===== config.mk =====
export PLATFORM = sky130hd
export DESIGN_NAME = cap_sense_scanner
export DESIGN_NICKNAME = d
export VERILOG_FILES = /design/src/rtl/cap_sense_pkg.sv /design/src/rtl/cap_sense_channel.sv /design/src/rtl/cap_sense_scanner.sv
export SDC_FILE = /design/constraint.sdc
export NUM_CORES = 1
export LEC_CHECK = 0
export CORE_AREA = 4 4 127 104
export DETAILED_ROUTE_END_ITERATION = 16
export DIE_AREA = 0 0 131 108
export GPL_ROUTABILITY_DRIVEN = 0
export PLACE_DENSITY = 0.68
export SYNTH_ARGS = -nofsm -noshare
export SYNTH_HDL_FRONTEND = slang
export SYNTH_HIERARCHICAL = 1
export SYNTH_SLANG_ARGS = --single-unit
export TNS_END_PERCENT = 50

===== constraint.sdc =====
create_clock -name clock -period 7.4 [get_ports clock]
set_clock_uncertainty 0.05 [all_clocks]
set_input_delay 1.11 -clock clock [delete_from_list [all_inputs] [get_ports clock]]
set_output_delay 1.11 -clock clock [all_outputs]
set_load 0.01 [all_outputs]

===== src/rtl/cap_sense_pkg.sv =====
`default_nettype none
// ============================================================================
// Module   : cap_sense_pkg
// Brief    : Shared state encoding, default parameters and width helper for
//            the capacitive touch scanner.
// Revision : 1.0 - initial release
// ============================================================================
package cap_sense_pkg;

    typedef enum logic [1:0] {
        DISCHARGE = 2'd0,
        CHARGE    = 2'd1,
        EVALUATE  = 2'd2
    } state_t;

    localparam int c_N_SENSORS        = 9;
    localparam int c_CHARGE_MAX       = 1023;
    localparam int c_THRESHOLD        = 200;
    localparam int c_DISCHARGE_CYCLES = 64;
    localparam int c_DEBOUNCE_SCANS   = 2;

    function automatic int cnt_w(input int charge_max);
        return $clog2(charge_max + 1);
    endfunction

endpackage
`default_nettype wire


===== src/rtl/cap_sense_channel.sv =====
`default_nettype none
// ============================================================================
// Module   : cap_sense_channel
// Brief    : One pad: input synchronizer, rise-time capture, debounce and
//            sticky touch event.
// Revision : 1.0 - initial release
// ============================================================================
module cap_sense_channel #(
    parameter int CNT_W          = 10,
    parameter int THRESHOLD      = 200,
    parameter int DEBOUNCE_SCANS = 2
) (
    input  logic             clk,
    input  logic             rst,
    input  logic             i_pad,
    input  logic             i_discharge,
    input  logic             i_charge,
    input  logic             i_timeout,
    input  logic             i_evaluate,
    input  logic [CNT_W-1:0] i_count,
    input  logic             i_clear_event,
    output logic             o_captured,
    output logic             o_touched,
    output logic             o_touch_event
);

    localparam int               c_DBW       = $clog2(DEBOUNCE_SCANS + 1);
    localparam logic [CNT_W-1:0] c_THRESHOLD = CNT_W'(THRESHOLD);
    localparam logic [c_DBW-1:0] c_DEBOUNCE  = c_DBW'(DEBOUNCE_SCANS);

    logic [1:0]       r_sync;
    logic             r_captured;
    logic [CNT_W-1:0] r_time;
    logic [c_DBW-1:0] r_dbnc;
    logic             r_touched;
    logic             r_event;

    logic             w_raw;
    logic             w_differ;
    logic [c_DBW-1:0] w_dbnc_inc;
    logic             w_commit;
    logic             w_rise;

    always_comb begin
        w_raw      = (r_time >= c_THRESHOLD);
        w_differ   = (w_raw != r_touched);
        w_dbnc_inc = r_dbnc + c_DBW'(1);
        w_commit   = i_evaluate && w_differ && (w_dbnc_inc == c_DEBOUNCE);
        w_rise     = w_commit && w_raw;
    end

    always_ff @(posedge clk) begin
        if (rst) begin
            r_sync     <= '0;
            r_captured <= 1'b0;
            r_time     <= '0;
            r_dbnc     <= '0;
            r_touched  <= 1'b0;
            r_event    <= 1'b0;
        end else begin
            r_sync <= {r_sync[0], i_pad};
            // A timed-out pad latches the counter, which then equals CHARGE_MAX
            if (i_discharge) begin
                r_captured <= 1'b0;
                r_time     <= '0;
            end else if (i_charge && !r_captured && (r_sync[1] || i_timeout)) begin
                r_captured <= 1'b1;
                r_time     <= i_count;
            end
            if (i_evaluate) begin
                if (!w_differ || w_commit) begin
                    r_dbnc <= '0;
                end else begin
                    r_dbnc <= w_dbnc_inc;
                end
            end
            if (w_commit) begin
                r_touched <= w_raw;
            end
            r_event <= (r_event & ~i_clear_event) | w_rise;
        end
    end

    assign o_captured    = r_captured;
    assign o_touched     = r_touched;
    assign o_touch_event = r_event;

endmodule
`default_nettype wire


===== src/rtl/cap_sense_scanner.sv =====
`default_nettype none
// ============================================================================
// Module   : cap_sense_scanner
// Brief    : Discharge/charge/evaluate scan sequencer over N capacitive pads.
// Revision : 1.0 - initial release
// ============================================================================
module cap_sense_scanner
    import cap_sense_pkg::*;
#(
    parameter int N_SENSORS        = c_N_SENSORS,
    parameter int CHARGE_MAX       = c_CHARGE_MAX,
    parameter int THRESHOLD        = c_THRESHOLD,
    parameter int DISCHARGE_CYCLES = c_DISCHARGE_CYCLES,
    parameter int DEBOUNCE_SCANS   = c_DEBOUNCE_SCANS
) (
    input  logic                 clock,
    input  logic                 reset,
    input  logic [N_SENSORS-1:0] capacitive_sensors_in,
    output logic                 capacitive_sensors_out,
    input  logic [N_SENSORS-1:0] clear_event,
    output logic [N_SENSORS-1:0] touched,
    output logic [N_SENSORS-1:0] touch_event,
    output logic                 scan_done
);

    localparam int c_TW = cnt_w(CHARGE_MAX);
    localparam int c_DW = $clog2(DISCHARGE_CYCLES);
    localparam int c_CW = (c_TW > c_DW) ? c_TW : c_DW;
    localparam logic [c_CW-1:0] c_CNT_MAX  = c_CW'(CHARGE_MAX);
    localparam logic [c_CW-1:0] c_DIS_LAST = c_CW'(DISCHARGE_CYCLES - 1);

    state_t              r_state;
    state_t              w_next_state;
    logic [c_CW-1:0]     r_cnt;
    logic                r_scan_done;
    logic [N_SENSORS-1:0] w_captured;
    logic                w_all_captured;
    logic                w_discharging;
    logic                w_charging;
    logic                w_evaluate;
    logic                w_timeout;

    // The shared counter restarts at 0 on every state change
    always_ff @(posedge clock) begin
        if (reset) begin
            r_state     <= DISCHARGE;
            r_cnt       <= '0;
            r_scan_done <= 1'b0;
        end else begin
            r_state     <= w_next_state;
            r_cnt       <= (w_next_state != r_state) ? '0 : r_cnt + c_CW'(1);
            r_scan_done <= (r_state == EVALUATE);
        end
    end

    always_comb begin
        w_next_state = r_state;
        case (r_state)
            DISCHARGE: if (r_cnt == c_DIS_LAST)          w_next_state = CHARGE;
            CHARGE:    if (w_all_captured || w_timeout) w_next_state = EVALUATE;
            EVALUATE:                                   w_next_state = DISCHARGE;
            default:                                    w_next_state = DISCHARGE;
        endcase
    end

    always_comb begin
        w_discharging = (r_state == DISCHARGE);
        w_charging    = (r_state == CHARGE);
        w_evaluate    = (r_state == EVALUATE);
        w_timeout     = w_charging && (r_cnt == c_CNT_MAX);
    end

    assign w_all_captured         = &w_captured;
    assign capacitive_sensors_out = w_charging;
    assign scan_done              = r_scan_done;

    for (genvar gi = 0; gi < N_SENSORS; gi++) begin : g_channel
        cap_sense_channel #(
            .CNT_W          (c_TW),
            .THRESHOLD      (THRESHOLD),
            .DEBOUNCE_SCANS (DEBOUNCE_SCANS)
        ) u_channel (
            .clk           (clock),
            .rst           (reset),
            .i_pad         (capacitive_sensors_in[gi]),
            .i_discharge   (w_discharging),
            .i_charge      (w_charging),
            .i_timeout     (w_timeout),
            .i_evaluate    (w_evaluate),
            .i_count       (r_cnt[c_TW-1:0]),
            .i_clear_event (clear_event[gi]),
            .o_captured    (w_captured[gi]),
            .o_touched     (touched[gi]),
            .o_touch_event (touch_event[gi])
        );
    end

endmodule
`default_nettype wire

# Word level (Yosys, flattened, before mapping)
# Index checks and enable logic that the tools add are counted.
[word_totals]
ff_bits = 166
out_inout_bits = 20
[classes]
add_sub_neg = 10
n_lt_le_gt_ge = 9
mux = 12
reduce_logical = 87
bitwise = 27
eq_ne = 23
[ops]
columns = ["op", "count"]
rows = [
  ["$ge A10 B8 Y1 const B", 9],
  ["$logic_and A1 B1 Y1", 46],
  ["$mux W2", 11],
  ["$eq A2 B2 Y1 const B", 10],
  ["$logic_or A1 B1 Y1", 19],
  ["$add A2 B1 Y2 const B", 9],
  ["$logic_not A1 Y1", 18],
  ["$add A10 B1 Y10 const B", 1],
  ["$eq A10 B10 Y1 const B", 1],
  ["$eq A10 B6 Y1 const B", 1],
  ["$and A1 B1 Y1", 9],
  ["$ne A1 B1 Y1", 9],
  ["$not A1 Y1", 9],
  ["$or A1 B1 Y1", 9],
  ["$reduce_and A9 Y1", 1],
  ["$pmux W2 S2", 1],
  ["$reduce_or A2 Y1", 2],
  ["$eq A2 B1 Y1 const B", 1],
  ["$logic_not A2 Y1", 1],
  ["$ne A2 B2 Y1", 1],
]

# Longest topological paths before layout
# Gate-level depths: netlist of the first run.
[depth]
depth_word = 7
mapped_depth = 8

# Modules after synthesis
# The synthesis of the first run kept the hierarchy.
[by_module_without_submodules]
columns = ["mod", "cells_per_inst", "n_inst", "area_per_inst_um2"]
rows = [
  ["cap_sense_channel", 62, 9, 586.8],
  ["cap_sense_scanner", 62, 1, 581.8],
]

# Worst setup path after synthesis of the first run
# OpenSTA, ideal clock, no wires.
[synth_timing]
path_type = "register to register"
startpoint = "register r_cnt[4]"
endpoint = "register g_channel[0].u_channel.r_time[5]"
path_stages_with_launch = 8
required_time_ns = 7.280
slack_ns = 5.091
arrival_time_ns = 2.189
synth_period_minus_slack_ns = 2.309
setup_ns = 0.070
path_cell_list = "dfxtp_1 -> and4_4 -> nand3_1 -> nor2_1 -> o21ai_2 -> nor2_4 -> nand2_1 -> a21oi_1"
[synth_via]
elab_chain_len = 4
[synth_rtl]
columns = ["element", "line", "source"]
rows = [
  ["from (decl)", "cap_sense_scanner.sv:34", "logic [c_CW-1:0] r_cnt;"],
  ["from (signal assigned)", "cap_sense_scanner.sv:51", "r_cnt <= (w_next_state != r_state) ? '0 : r_cnt + c_CW'(1);"],
  ["$eq A10 B10 Y1", "cap_sense_scanner.sv:70", "w_timeout = w_charging && (r_cnt == c_CNT_MAX);"],
  ["$logic_and A1 B1 Y1", "cap_sense_scanner.sv:70", ""],
  ["via w_timeout", "cap_sense_scanner.sv:41", "logic w_timeout;"],
  ["$logic_or A1 B1 Y1", "cap_sense_channel.sv:66", "end else if (i_charge && !r_captured && (r_sync[1] || i_timeout)) begin"],
  ["$logic_and A1 B1 Y1", "cap_sense_channel.sv:66", ""],
  ["to (signal assigned)", "cap_sense_channel.sv:68", "r_time <= i_count;"],
  ["to (decl)", "cap_sense_channel.sv:33", "logic [CNT_W-1:0] r_time;"],
]
# The timed path passes the listed nets, and every way through them passes these cells.
# A chain may end at the register's enable or synchronous reset.

# Worst setup path after layout of the first run
[layout_timing]
startpoint = "register r_cnt[3]"
endpoint = "register g_channel[1].u_channel.r_time[7]"
[layout_via]
elab_chain_len = 4
[layout_rtl]
columns = ["element", "line"]
rows = [
  ["$eq A10 B10 Y1", "cap_sense_scanner.sv:70"],
  ["$logic_and A1 B1 Y1", "cap_sense_scanner.sv:70"],
  ["via w_timeout", "cap_sense_scanner.sv:41"],
  ["$logic_or A1 B1 Y1", "cap_sense_channel.sv:66"],
  ["$logic_and A1 B1 Y1", "cap_sense_channel.sv:66"],
  ["to (signal assigned)", "cap_sense_channel.sv:68"],
  ["to (decl)", "cap_sense_channel.sv:33"],
]
# The timed path passes the listed nets, and every way through them passes these cells.

==> flow_summary.yaml, run 1 <==
sta:
  period_needed_ps: 3300
  max_slew.worst_pin.slew_ps: 1210
  max_slew_margin_pct: 18.8
  slew_violations: 0
  finalSetupTns_ps: 0
  fmax_mhz: 303
  rsz0062_at_grt: "no"
  setup_viol_count_final: 0
  finalWorstSetupSlack_ps: 4100
  finalHoldViolations: 0
  fin_crit_sh_pct: 44.6
critical_path:
  cp.buffers_inverters: 0
  cp-end-kind: "register"
  required_ps: 7670
  cp_max_fo: 13
  slowest_stage: "nor2_1"
  critPathTopFamily: "simple AND/OR/NAND/NOR gates"
  cp.arrival_ps: 3570
  r2r_setup_slack_ps: 4100
  cp-start-kind: "register"
  path_cells: "and4_4 > nand3_1 > nor2_1 > o21ai_2 > nor2_4 > nand2_1 > a21oi_1"
  worstSetupPathType: "reg -> reg"
  slowest_delay_ps: 1000
yosys:
  synth.most_common_cell: "dfxtp_1"
  yosys_warnings: 6
  ys_top_cells_by_count: "139 x dfxtp_1, 99 x a21oi_1, 75 x nand2_1"
  synth_top_area_share_pct: 47.5
  synth_seq_cells: 139
  post_synth_num_cell_types: 33
  ys_async_sr_fraction_pct: 0
  synthFlopType: "dfxtp_1"
  yosysSeqAreaShare_pct: 47.5
  synth_top_area_cell: "dfxtp_1"
  synthesis.area_mm2: 0.00586
  avgSynthCellArea_um2: 9.46
  synth_edf_count: 0
  synth_cells: 620
  synth_fp_nets: 650
  ys_top_cells_by_area: "dfxtp_1 47%, a21oi_1 8.5%, o21ai_0 5.4%, nand2_1 4.8%, o311ai_4 4.0%"
route:
  drtAntennaViolNets: 0
  route.vias.total: 4537
  wl_per_cell_um: 14.9
  avgViaCountPerCell: 5.49
  routed_wl_um: 12300
  drt_drc_violations_left: 0
  dr.pass1.iters: 5
  drt-initial-drc-count: 398
clock_network:
  clk_pin_slew_worst_paths_ps: 50
  numCtsBuffers: 17
  cts_tree: "built"
  ctsResizeCount: 0
  root_buffer: "clkbuf_16"
  ctsHoldBuffers: 0
  cts_max_level: 4
  post_cts_buffers: 0
  clock_path_buffers: 2
  cts_sinks: 139
  clkLatencyLatePin_ps: 410
layout:
  fill_cells: 995
  area_delta_synth_final_pct: 19.5
  multi_input_area_mm2: 0.00293
  seqCellArea_mm2: 0.00278
  final_nets: 691
  layout-drive-gt1-share_pct: 15.6
  diodes: 0
hold_path:
  hp-class: "reg -> reg"
floorplanning:
  start_util_pct: 48.8
  die_height_um: 108
  die_area_mm2: 0.0141
  coreArea_mm2: 0.0120
  rows: 36
  io_pins: 40
  die_w_um: 131
pwr:
  power_w: 0.00169
  vdd_ir_drop_max_v: 0.000175
  leakage_nw: 2.13
  powerDensity_mw_per_mm2: 241
grt:
  grt.total_usage_pct: 18.3
  grt_antenna_before_repair: 0
  grt_max_degree: 77
  grt_pass1_wl_um: 20300
  gr-total-overflow: 0
  grt_pass1_vias: 4266
place:
  port_buffers: 39
  dp_slack_ps: 4250
  place_hpwl_um: 7810
status:
  status: "complete, no violations"
job:
  maxCapViolations: 0
==> cells by family (layout without fill, tap and decap cells) <==
kind of cell	after synthesis	count (layout)	share of synthesized area (%)
simple gates	207	207	20.3
mux	9	9	1.54
compound gates	210	210	24.8
xor+xnor	8	8	1.20
buf+inv	37	91	2.56
flops	139	139	47.5
fa+ha+maj	10	10	2.13
==> sequential cells by signal, summed over array words and instances (netlist names) <==
signal                             cells
g_channel.u_channel/o_captured         9
g_channel.u_channel/o_touch_event      9
g_channel.u_channel/o_touched          9
g_channel.u_channel/r_dbnc            18
g_channel.u_channel/r_sync            18
g_channel.u_channel/r_time            63
r_cnt                                 10
r_state                                2
scan_done                              1
==> worst paths after layout <==
path | start | endpoint | cells past startpoint
setup / recovery | r_cnt[3] | g_channel[1].u_channel/r_time[7] | 7
hold reg to reg | g_channel[7].u_channel/r_sync[0] | g_channel[7].u_channel/r_sync[1] | 1
hold / removal | g_channel[7].u_channel/r_sync[0] | g_channel[7].u_channel/r_sync[1] | 1
setup reg to reg | r_cnt[3] | g_channel[1].u_channel/r_time[7] | 7
==> area by class of cell <==
class | count | area share (%)
Clock buffer | 26 | 7.13
Clock inverter | 6 | 1.89
Inverter | 19 | 1.02
Multi-Input combinational cell | 444 | 41.9
Sequential cell | 139 | 39.7
Tap cell | 152 | 2.72
Timing Repair Buffer | 40 | 5.64
==> worst reg2reg max path, cell delays in order (launching register included) <==
cell and delay, ps:
dfxtp_1 740, and4_4 380, nand3_1 190, nor2_1 1000, o21ai_2 330, nor2_4 230
nand2_1 100, a21oi_1 210
==> per-layer routing <==
metal / global-route usage [%] / vias to the layer above / share of wire, %
li1: - / 2276 / -
met1: 23.3 / 2123 / 46
met2: 29.1 / 120 / 47
met3: 5.93 / 18 / 5.4
met4: 6.31 / 0 / 1.4
met5: 0 / - / 0
==> power breakdown <==
part / internal (W) / total [W] / leakage [nW] / switching [W]
Clock: 0.000600 / 0.000898 / 0.305 / 0.000298
Combinational: 0.0000154 / 0.0000292 / 0.697 / 0.0000138
Sequential: 0.000755 / 0.000758 / 1.12 / 0.00000300
Total: 0.00137 / 0.00169 / 2.13 / 0.000315
==> per-stage QoR <==
stage | hold WS, ps | utilization, % | cell area [µm²] | std cells
CTS | 391 | 58.2 | 7000 | 826
floorplan | 364 | - | 5860 | 620
finish | 386 | 58.2 | 7000 | 826
global route | 408 | 58.2 | 7000 | 826
detailed placement | 377 | 53.0 | 6370 | 794
global placement | 372 | 53.0 | 6370 | 794
==> layout by cell type (no fill, tap or decap), types with 17 or more instances in the layout <==
master	synthesis	routed
o21ai_0	63	63
inv_1	19	19
nor2b_1	30	29
clkbuf_16	0	17
clkdlybuf4s50_1	0	38
nand2_1	75	75
dfxtp_1	139	139
a21oi_1	99	99
or2_2	18	18
nor2_1	39	39
(Power assumes the default switching activity.)
==> run 2: changes to the inputs <==
--- a/config.mk
+++ b/config.mk
@@ -9,7 +9,7 @@
 export DETAILED_ROUTE_END_ITERATION = 16
 export DIE_AREA = 0 0 131 108
 export GPL_ROUTABILITY_DRIVEN = 0
-export PLACE_DENSITY = 0.68
+export PLACE_DENSITY = 0.71
 export SYNTH_ARGS = -nofsm -noshare
 export SYNTH_HDL_FRONTEND = slang
 export SYNTH_HIERARCHICAL = 1
==> constraint.sdc (replaced) <==
create_clock -name clock -period 2.8 [get_ports clock]
set_clock_uncertainty 0.05 [all_clocks]
set_input_delay 0.42 -clock clock [delete_from_list [all_inputs] [get_ports clock]]
set_output_delay 0.42 -clock clock [all_outputs]
set_load 0.01 [all_outputs]
==> run 2 against run 1 <==
  * Worst hold slack lost 1.4 ps
  * Cell area grew 2.3%
  * Sequential share of layout area shrank 0.90 points
  * Critical endpoint is now g_channel[4].u_channel/r_time[5]
  * Largest cell class unchanged
  * Highest routed layer unchanged
==> flow_summary.yaml, run 2 (same netlist as run 1, synthesis figures left out) <==
clock_network:
  cts_sinks: 139
  cts_tree: "built"
  cts_max_level: 4
  numCtsBuffers: 17
  root_buffer: "clkbuf_16"
  clock_path_buffers: 2
  post_cts_buffers: 0
  clkLatencyLatePin_ps: 420
  ctsResizeCount: 0
  clk_pin_slew_worst_paths_ps: 60
  ctsHoldBuffers: 0
floorplanning:
  coreArea_mm2: 0.0120
  die_area_mm2: 0.0141
  rows: 36
  die_height_um: 108
  io_pins: 40
  start_util_pct: 48.8
  die_w_um: 131
critical_path:
  slowest_delay_ps: 360
  r2r-start: "r_cnt[0]"
  cp.arrival_ps: 2410
  cp_max_fo: 9
  cp-end-kind: "register"
  path_cells: "ha_1 > and4_4 > nand3_1 > nor2_1 > buf_4 > o21ai_2 > o21ai_0 > a21oi_1"
  cp-startpoint: "r_cnt[0]"
  cp.buffers_inverters: 1
  cp-start-kind: "register"
  required_ps: 3050
  worstSetupPathType: "reg -> reg"
  slowest_stage: "dfxtp_1"
  critPathTopFamily: "simple AND/OR/NAND/NOR gates"
grt:
  grt_pass1_vias: 4680
  use_met2_pct: 32.0
  grt_pass1_wl_um: 21300
  grt_max_degree: 41
  gr-usage-met1_pct: 23.0
  gr-total-overflow: 0
  grt_antenna_before_repair: 0
  grt.total_usage_pct: 18.9
  top_usage_layer: "met2"
  met3_usage_pct: 5.68
hold_path:
  min_from: "g_channel[8].u_channel/r_sync[0]"
  hp-class: "reg -> reg"
pwr:
  leakage_nw: 2.22
  powerDensity_mw_per_mm2: 648
  power_w: 0.00465
  vdd_ir_drop_max_v: 0.000486
sta:
  max_slew.worst_pin.slew_ps: 671
  finalSetupTns_ps: 0
  max_slew_margin_pct: 55.1
  setup_viol_count_final: 0
  fin_crit_sh_pct: 77.2
  fmax_mhz: 463
  period_needed_ps: 2160
  finalHoldViolations: 0
  rsz0062_at_grt: "no"
  finalWorstSetupSlack_ps: 638
  slew_violations: 0
job:
  maxCapViolations: 0
layout:
  top_register: "g_channel.u_channel/r_time"
  layout_commonest_cell: "dfxtp_1"
  fin_cells: 839
  final_cell_mix: "139 x dfxtp_1, 99 x a21oi_1, 75 x nand2_1"
  final_nets: 704
  largest_register_ffs: 63
  utilization_pct: 59.6
  area_delta_synth_final_pct: 22.2
  diodes: 0
  reg_top3: "g_channel.u_channel/r_time (63), g_channel.u_channel/r_dbnc (18), g_channel.u_channel/r_sync (18)"
  layout-drive-gt1-share_pct: 17.8
  fill_cells: 1007
route:
  drtAntennaViolNets: 0
  route.vias.total: 4542
  wl_per_cell_um: 14.9
  drt_drc_violations_left: 0
  drt-initial-drc-count: 378
  avgViaCountPerCell: 5.41
  routed_wl_um: 12500
  dr.pass1.iters: 5
place:
  port_buffers: 39
  place_hpwl_um: 8060
  dp_slack_ps: 724
  dp_cells: 807
status:
  status: "complete, no violations"
-- run 2: changes by cell type in the layout (fill, tap and decap cells not counted), sizes merged --
cell	before	now
buf	2	15
clkinv	1	3
clkbuf	26	21
clkinvlp	1	2
bufinv	4	6
-- run 2: routing by layer --
metal	wire length, µm	vias up
met3	768	11
met2	6220	87
met4	120	0
met1	5360	2136
met5	0	-
li1	-	2308
-- run 2: final timing paths --
kind                                      endpoint  slack (ps)  cells past startpoint
setup / recovery  g_channel[4].u_channel/r_time[5]         640                      8
hold / removal    g_channel[8].u_channel/r_sync[1]         380                      1
setup reg to reg  g_channel[4].u_channel/r_time[5]         640                      8
hold reg to reg   g_channel[8].u_channel/r_sync[1]         380                      1
-- run 2: cell type report --
type	instances	area [µm²]	area share (%)
Inverter	19	71.3	0.995
Tap cell	152	190	2.65
Sequential cell	139	2780	38.8
Clock buffer	21	470	6.56
Clock inverter	11	214	2.99
Timing Repair Buffer	53	505	7.05
Multi-Input combinational cell	444	2930	40.9
-- run 2: report_power, final --
| part | leakage (nW) | switching [W] | internal (W) |
|---|---|---|---|
| Sequential | 1.12 | 0.00000799 | 0.00199 |
| Combinational | 0.770 | 0.0000385 | 0.0000454 |
| Clock | 0.329 | 0.000820 | 0.00174 |
-- run 2: worst register-to-register path: cells and delay by family (launching register included) --
kind | cells | cell delay, ps
fa+ha+maj | 1 | 220
simple gates | 3 | 670
compound gates | 3 | 550
flops | 1 | 360
buf+inv | 1 | 190
-- run 2: metrics by stage --
step,cell area [µm²],hold slack (ps)
after CTS,7170,389
after global routing,7170,413
after detailed placement,6480,375
after global placement,6480,371
final,7170,384
after floorplan,5860,364
==> run 3: changes to the inputs <==
==> constraint.sdc (replaced) <==
create_clock -name clock -period 1.84 [get_ports clock]
set_clock_uncertainty 0.05 [all_clocks]
set_input_delay 0.276 -clock clock [delete_from_list [all_inputs] [get_ports clock]]
set_output_delay 0.276 -clock clock [all_outputs]
set_load 0.01 [all_outputs]
==> run 3 against run 2 <==
  * Die area is the same
  * The run now ends with negative setup slack left
  * Worst setup slack lost 640 ps
  * Via count grew 4.8%
  * Global-route usage grew 0.45 points
  * Critical path depth grew 1
  * First-iteration DRC count grew 6.6%
  * Critical path type unchanged
==> flow_summary.yaml, run 3 (same netlist as run 1, synthesis figures left out) <==
route:
  avgViaCountPerCell: 5.48
  drt-initial-drc-count: 403
  route.vias.total: 4760
  drtAntennaViolNets: 0
  routed_wl_um: 13700
  drt_drc_violations_left: 0
  wl_per_cell_um: 15.7
  dr.pass1.iters: 5
sta:
  finalWorstSetupSlack_ps: -5.12
  setup_viol_count_final: 2
  fmax_mhz: 542
  max_slew.worst_pin.slew_ps: 380
  finalHoldViolations: 0
  rsz0062_at_grt: "yes"
  fin_crit_sh_pct: 100
  hold_slack_ps: 193
  period_needed_ps: 1850
  slew_violations: 0
  max_slew_margin_pct: 74.7
grt:
  grt_pass1_vias: 4584
  grt.total_usage_pct: 19.4
  grt_pass1_wl_um: 21600
  gr-total-overflow: 0
  grt_max_degree: 23
  grt_antenna_before_repair: 0
layout:
  top_register: "g_channel.u_channel/r_time"
  layout_commonest_cell: "dfxtp_1"
  area_delta_synth_final_pct: 29.9
  diodes: 0
  final_area_mm2: 0.00762
  fin_cells: 869
  final_cell_mix: "131 x dfxtp_1, 69 x a21oi_1, 63 x nand2_1"
  largest_register_ffs: 63
  layout-drive-gt1-share_pct: 28.9
  reg_top3: "g_channel.u_channel/r_time (63), g_channel.u_channel/r_dbnc (18), g_channel.u_channel/r_sync (18)"
  final_nets: 734
clock_network:
  cts_sinks: 139
  clock_path_buffers: 2
  ctsHoldBuffers: 0
  clk_pin_slew_worst_paths_ps: 60
  numCtsBuffers: 17
  cts_max_level: 4
  cts_tree: "built"
  clkLatencyLatePin_ps: 410
  root_buffer: "clkbuf_16"
status:
  status: "finished, violations left"
  violations: "negative setup slack"
floorplanning:
  start_util_pct: 48.8
  io_pins: 40
  die_height_um: 108
  die_w_um: 131
  rows: 36
  coreArea_mm2: 0.0120
  die_area_mm2: 0.0141
critical_path:
  cp-end-kind: "register"
  slowest_stage: "dfxtp_4"
  path_cells: "ha_4 > and4_4 > nand3_4 > nor2_4 > buf_8 > buf_4 > o21ai_2 > o21ai_0 > a21oi_2"
  cp.arrival_ps: 2090
  required_ps: 2090
  worstSetupPathType: "reg -> reg"
  cp-start-kind: "register"
  slowest_delay_ps: 360
  cp_max_fo: 6
pwr:
  power_w: 0.00671
  leakage_nw: 2.37
  powerDensity_mw_per_mm2: 881
  vdd_ir_drop_max_v: 0.000600
hold_path:
  hp-class: "in -> reg"
place:
  dp_cells: 825
  post_dp_cell_area_mm2: 0.00667
  place_hpwl_um: 8500
  port_buffers: 39
  dp_slack_ps: -72.2
job:
  maxCapViolations: 0
==> run 3: layout make-up <==
cell class | instances | area (µm²)
Fill cell | 953 | 4410
Multi-Input combinational cell | 446 | 3200
Sequential cell | 139 | 2800
Timing Repair Buffer | 81 | 743
Clock buffer | 25 | 505
Tap cell | 152 | 190
Clock inverter | 7 | 110
Inverter | 19 | 71.3
==> run 3: path summary, 6_finish.rpt <==
path                               startpoint                               end  slack (ps)  cells past startpoint
max reg2reg                          r_cnt[1]  g_channel[5].u_channel/r_time[8]          -5                      9
max                                  r_cnt[1]  g_channel[5].u_channel/r_time[8]          -5                      9
min                                     reset  g_channel[3].u_channel/o_touched         190                      2
min reg2reg  g_channel[7].u_channel/r_sync[0]  g_channel[7].u_channel/r_sync[1]         380                      1
==> run 3: metrics by stage <==
stage	TNS, ps	utilization [%]
CTS	0	61.2
finish	-8.25	63.3
detailed placement	-2370	55.4
global placement	0	55.4
floorplan	-576	-
global route	-893	63.3
==> run 3: critical path, delay by kind of cell (launching register included) <==
family	cells	cell delay, ps
flops	1	360
simple gates	3	510
buf+inv	2	290
fa+ha+maj	1	130
compound gates	3	400
==> run 3: repair_timing <==
| item | 4_1_cts | 5_1_grt |
|---|---|---|
| resized for setup | 15 | 59 |
| setup buffers | 2 | 8 |
| pin swaps | 8 | 27 |
| endpoints found under the setup margin | 64 | 64 |
| gates cloned | 0 | 2 |
==> run 3: report_power, final <==
part | leakage (nW) | switching, W | internal (W)
clock network | 0.307 | 0.00121 | 0.00230
logic | 0.933 | 0.0000604 | 0.0000810
registers | 1.13 | 0.0000178 | 0.00304
total | 2.37 | 0.00129 | 0.00542
==> run 3: layer usage <==
metal  wire length (µm)  track usage, %
met1               5930            24.6
met2               6780            31.1
met3                689            5.19
met4                259            8.30
met5                  0               0
==> variant, RTL diff (settings of run 2) <==
`c_DISCHARGE_CYCLES`: 64 -> 32.
--- a/src/rtl/cap_sense_pkg.sv
+++ b/src/rtl/cap_sense_pkg.sv
@@ -16,7 +16,7 @@
     localparam int c_N_SENSORS        = 9;
     localparam int c_CHARGE_MAX       = 1023;
     localparam int c_THRESHOLD        = 200;
-    localparam int c_DISCHARGE_CYCLES = 64;
+    localparam int c_DISCHARGE_CYCLES = 32;
     localparam int c_DEBOUNCE_SCANS   = 2;
 
     function automatic int cnt_w(input int charge_max);
Formal check against the unedited RTL: no difference found for any inputs over 10 cycles, from zero or initial values and one cycle with reset high; that may be too few to reach the edited logic, so the function may still have changed.
==> variant against run 2 <==
First-iteration DRC count increased by 9.5%. Largest cell class unchanged. Wire length rose by 4.2%. Total power decreased by 5.8%. Sequential cell count stayed put. Final cell count up 0.72%. Setup slack better by 49 ps. Count of clock-buffer cells in the layout increased by 5. Sequential share of layout area is 0.075 points higher. Area after synthesis grew 0.62%. Cell area down 0.19%.
==> variant: results (changes against run 2) <==
biggest regs g_channel.u_channel/r_time (63), g_channel.u_channel/r_dbnc (18), g_channel.u_channel/r_sync (18) (unchanged); count of different cell masters after synthesis 36 (was 33); Hold WC Path Type input pin to register (was register to register); # port buffers 39 (unchanged); Area after DPL 0.00653 mm^2 (was 0.00648 mm^2); P_leak 2.23 nW (was 2.22 nW); asr flop ratio synth 0% (unchanged); layout net count 710 (was 704); Num CTS Buffers 17 (unchanged); first-pass GRT wire length 21400 um (was 21300 um); layout cells sized above 1 18.5% (was 17.8%); vias in the first global route 4485 (was 4680); largest vdd supply drop 407 uV (was 486 uV); antenna fix cells 0 (unchanged); Synth area leaders dfxtp_1, a21oi_1, o21ai_0 (unchanged); sequential share of the synthesized area 47.2% (was 47.5%); initial DRC count 414 (was 378); Internal 3.54 mW (was 3.78 mW); Synthesis Warnings 6 (unchanged); filler cell count 999 (was 1007); largest net degree at the start of global routing 31 (was 41); antenna violations before repair 0 (unchanged); worst slew pin tran 433 ps (was 671 ps); Place WS 722 ps (was 724 ps); Global Route Usage Sum 19.2% (was 18.9%); CP Max Fanout 9 (unchanged); vias per cell 5.53 (was 5.41); outcome complete, no violations (unchanged); Detail Placement HPWL 8690 um (was 8060 um); CP Data Arrival Time 2400 ps; Synth top cells by count dfxtp_1, a21oi_1, nand2_1 (unchanged); Total Wirelength 13000 um (was 12500 um); Mapped Nets 654 (was 650)
## variant: final timing paths
check | slack [ps] | cells after the start | start | end
max | 690 | 9 | r_cnt[0] | g_channel[4].u_channel/r_time[4]
min | 370 | 2 | reset | g_channel[3].u_channel/r_sync[1]
max reg2reg | 690 | 9 | r_cnt[0] | g_channel[4].u_channel/r_time[4]
min reg2reg | 380 | 1 | g_channel[3].u_channel/r_sync[0] | g_channel[3].u_channel/r_sync[1]
## variant: area by class of cell
cell class                      instances  area share [%]
Multi-Input combinational cell        448            41.5
Sequential cell                       139            38.9
Timing Repair Buffer                   55            7.28
Clock inverter                          6            1.12
Tap cell                              152            2.66
Clock buffer                           26            7.54
Inverter                               19           0.997
## variant: power groups by stage
stage	combinational, mW	clock [mW]	sequential, mW
after floorplan	0.0294	0	2.04
after global placement	0.0826	0	2.05
after detailed placement	0.0847	0	2.05
after CTS	0.0849	2.32	2.00
after global routing	0.0924	2.42	2.00
final	0.0841	2.29	2.00
## variant: kinds of logic after synthesis
| group | count (synthesis) | share of synthesized area, % |
|---|---|---|
| buffers and inverters | 37 | 2.55 |
| XOR/XNOR | 8 | 1.19 |
| adder cells (fa/ha/maj) | 10 | 2.12 |
| AND/OR/NAND/NOR | 202 | 20.4 |
| flip-flops | 139 | 47.2 |
| AO/OA/AOI/OAI | 219 | 25.0 |
| multiplexers | 9 | 1.53 |
## variant: worst max-delay path, stage by stage, from the launching register on
cell and delay, ps:
dfxtp_1 370, ha_1 220, and4_2 290, nand4_2 170
nor2_1 170, buf_4 190, o21ai_2 140, nor2_4 180
nand2_1 100, a21oi_1 150
## variant: routing by layer
layer / vias to the layer above / part of all wire [%] / track usage (%)
met3: 16 / 5.0 / 5.33
li1: 2324 / - / -
met1: 2220 / 45 / 24.2
met5: - / 0 / 0
met4: 0 / 1.5 / 6.61
met2: 115 / 48 / 31.5
## variant: metrics by stage
stage / total power, mW / cells / util (%) / hold WS [ps]
global placement: 2.13 / 813 / 54.3 / 371
CTS: 4.41 / 845 / 59.5 / 362
finish: 4.38 / 845 / 59.5 / 366
detailed placement: 2.13 / 813 / 54.3 / 378
global route: 4.52 / 845 / 59.5 / 372
floorplan: 2.07 / 624 / - / 364
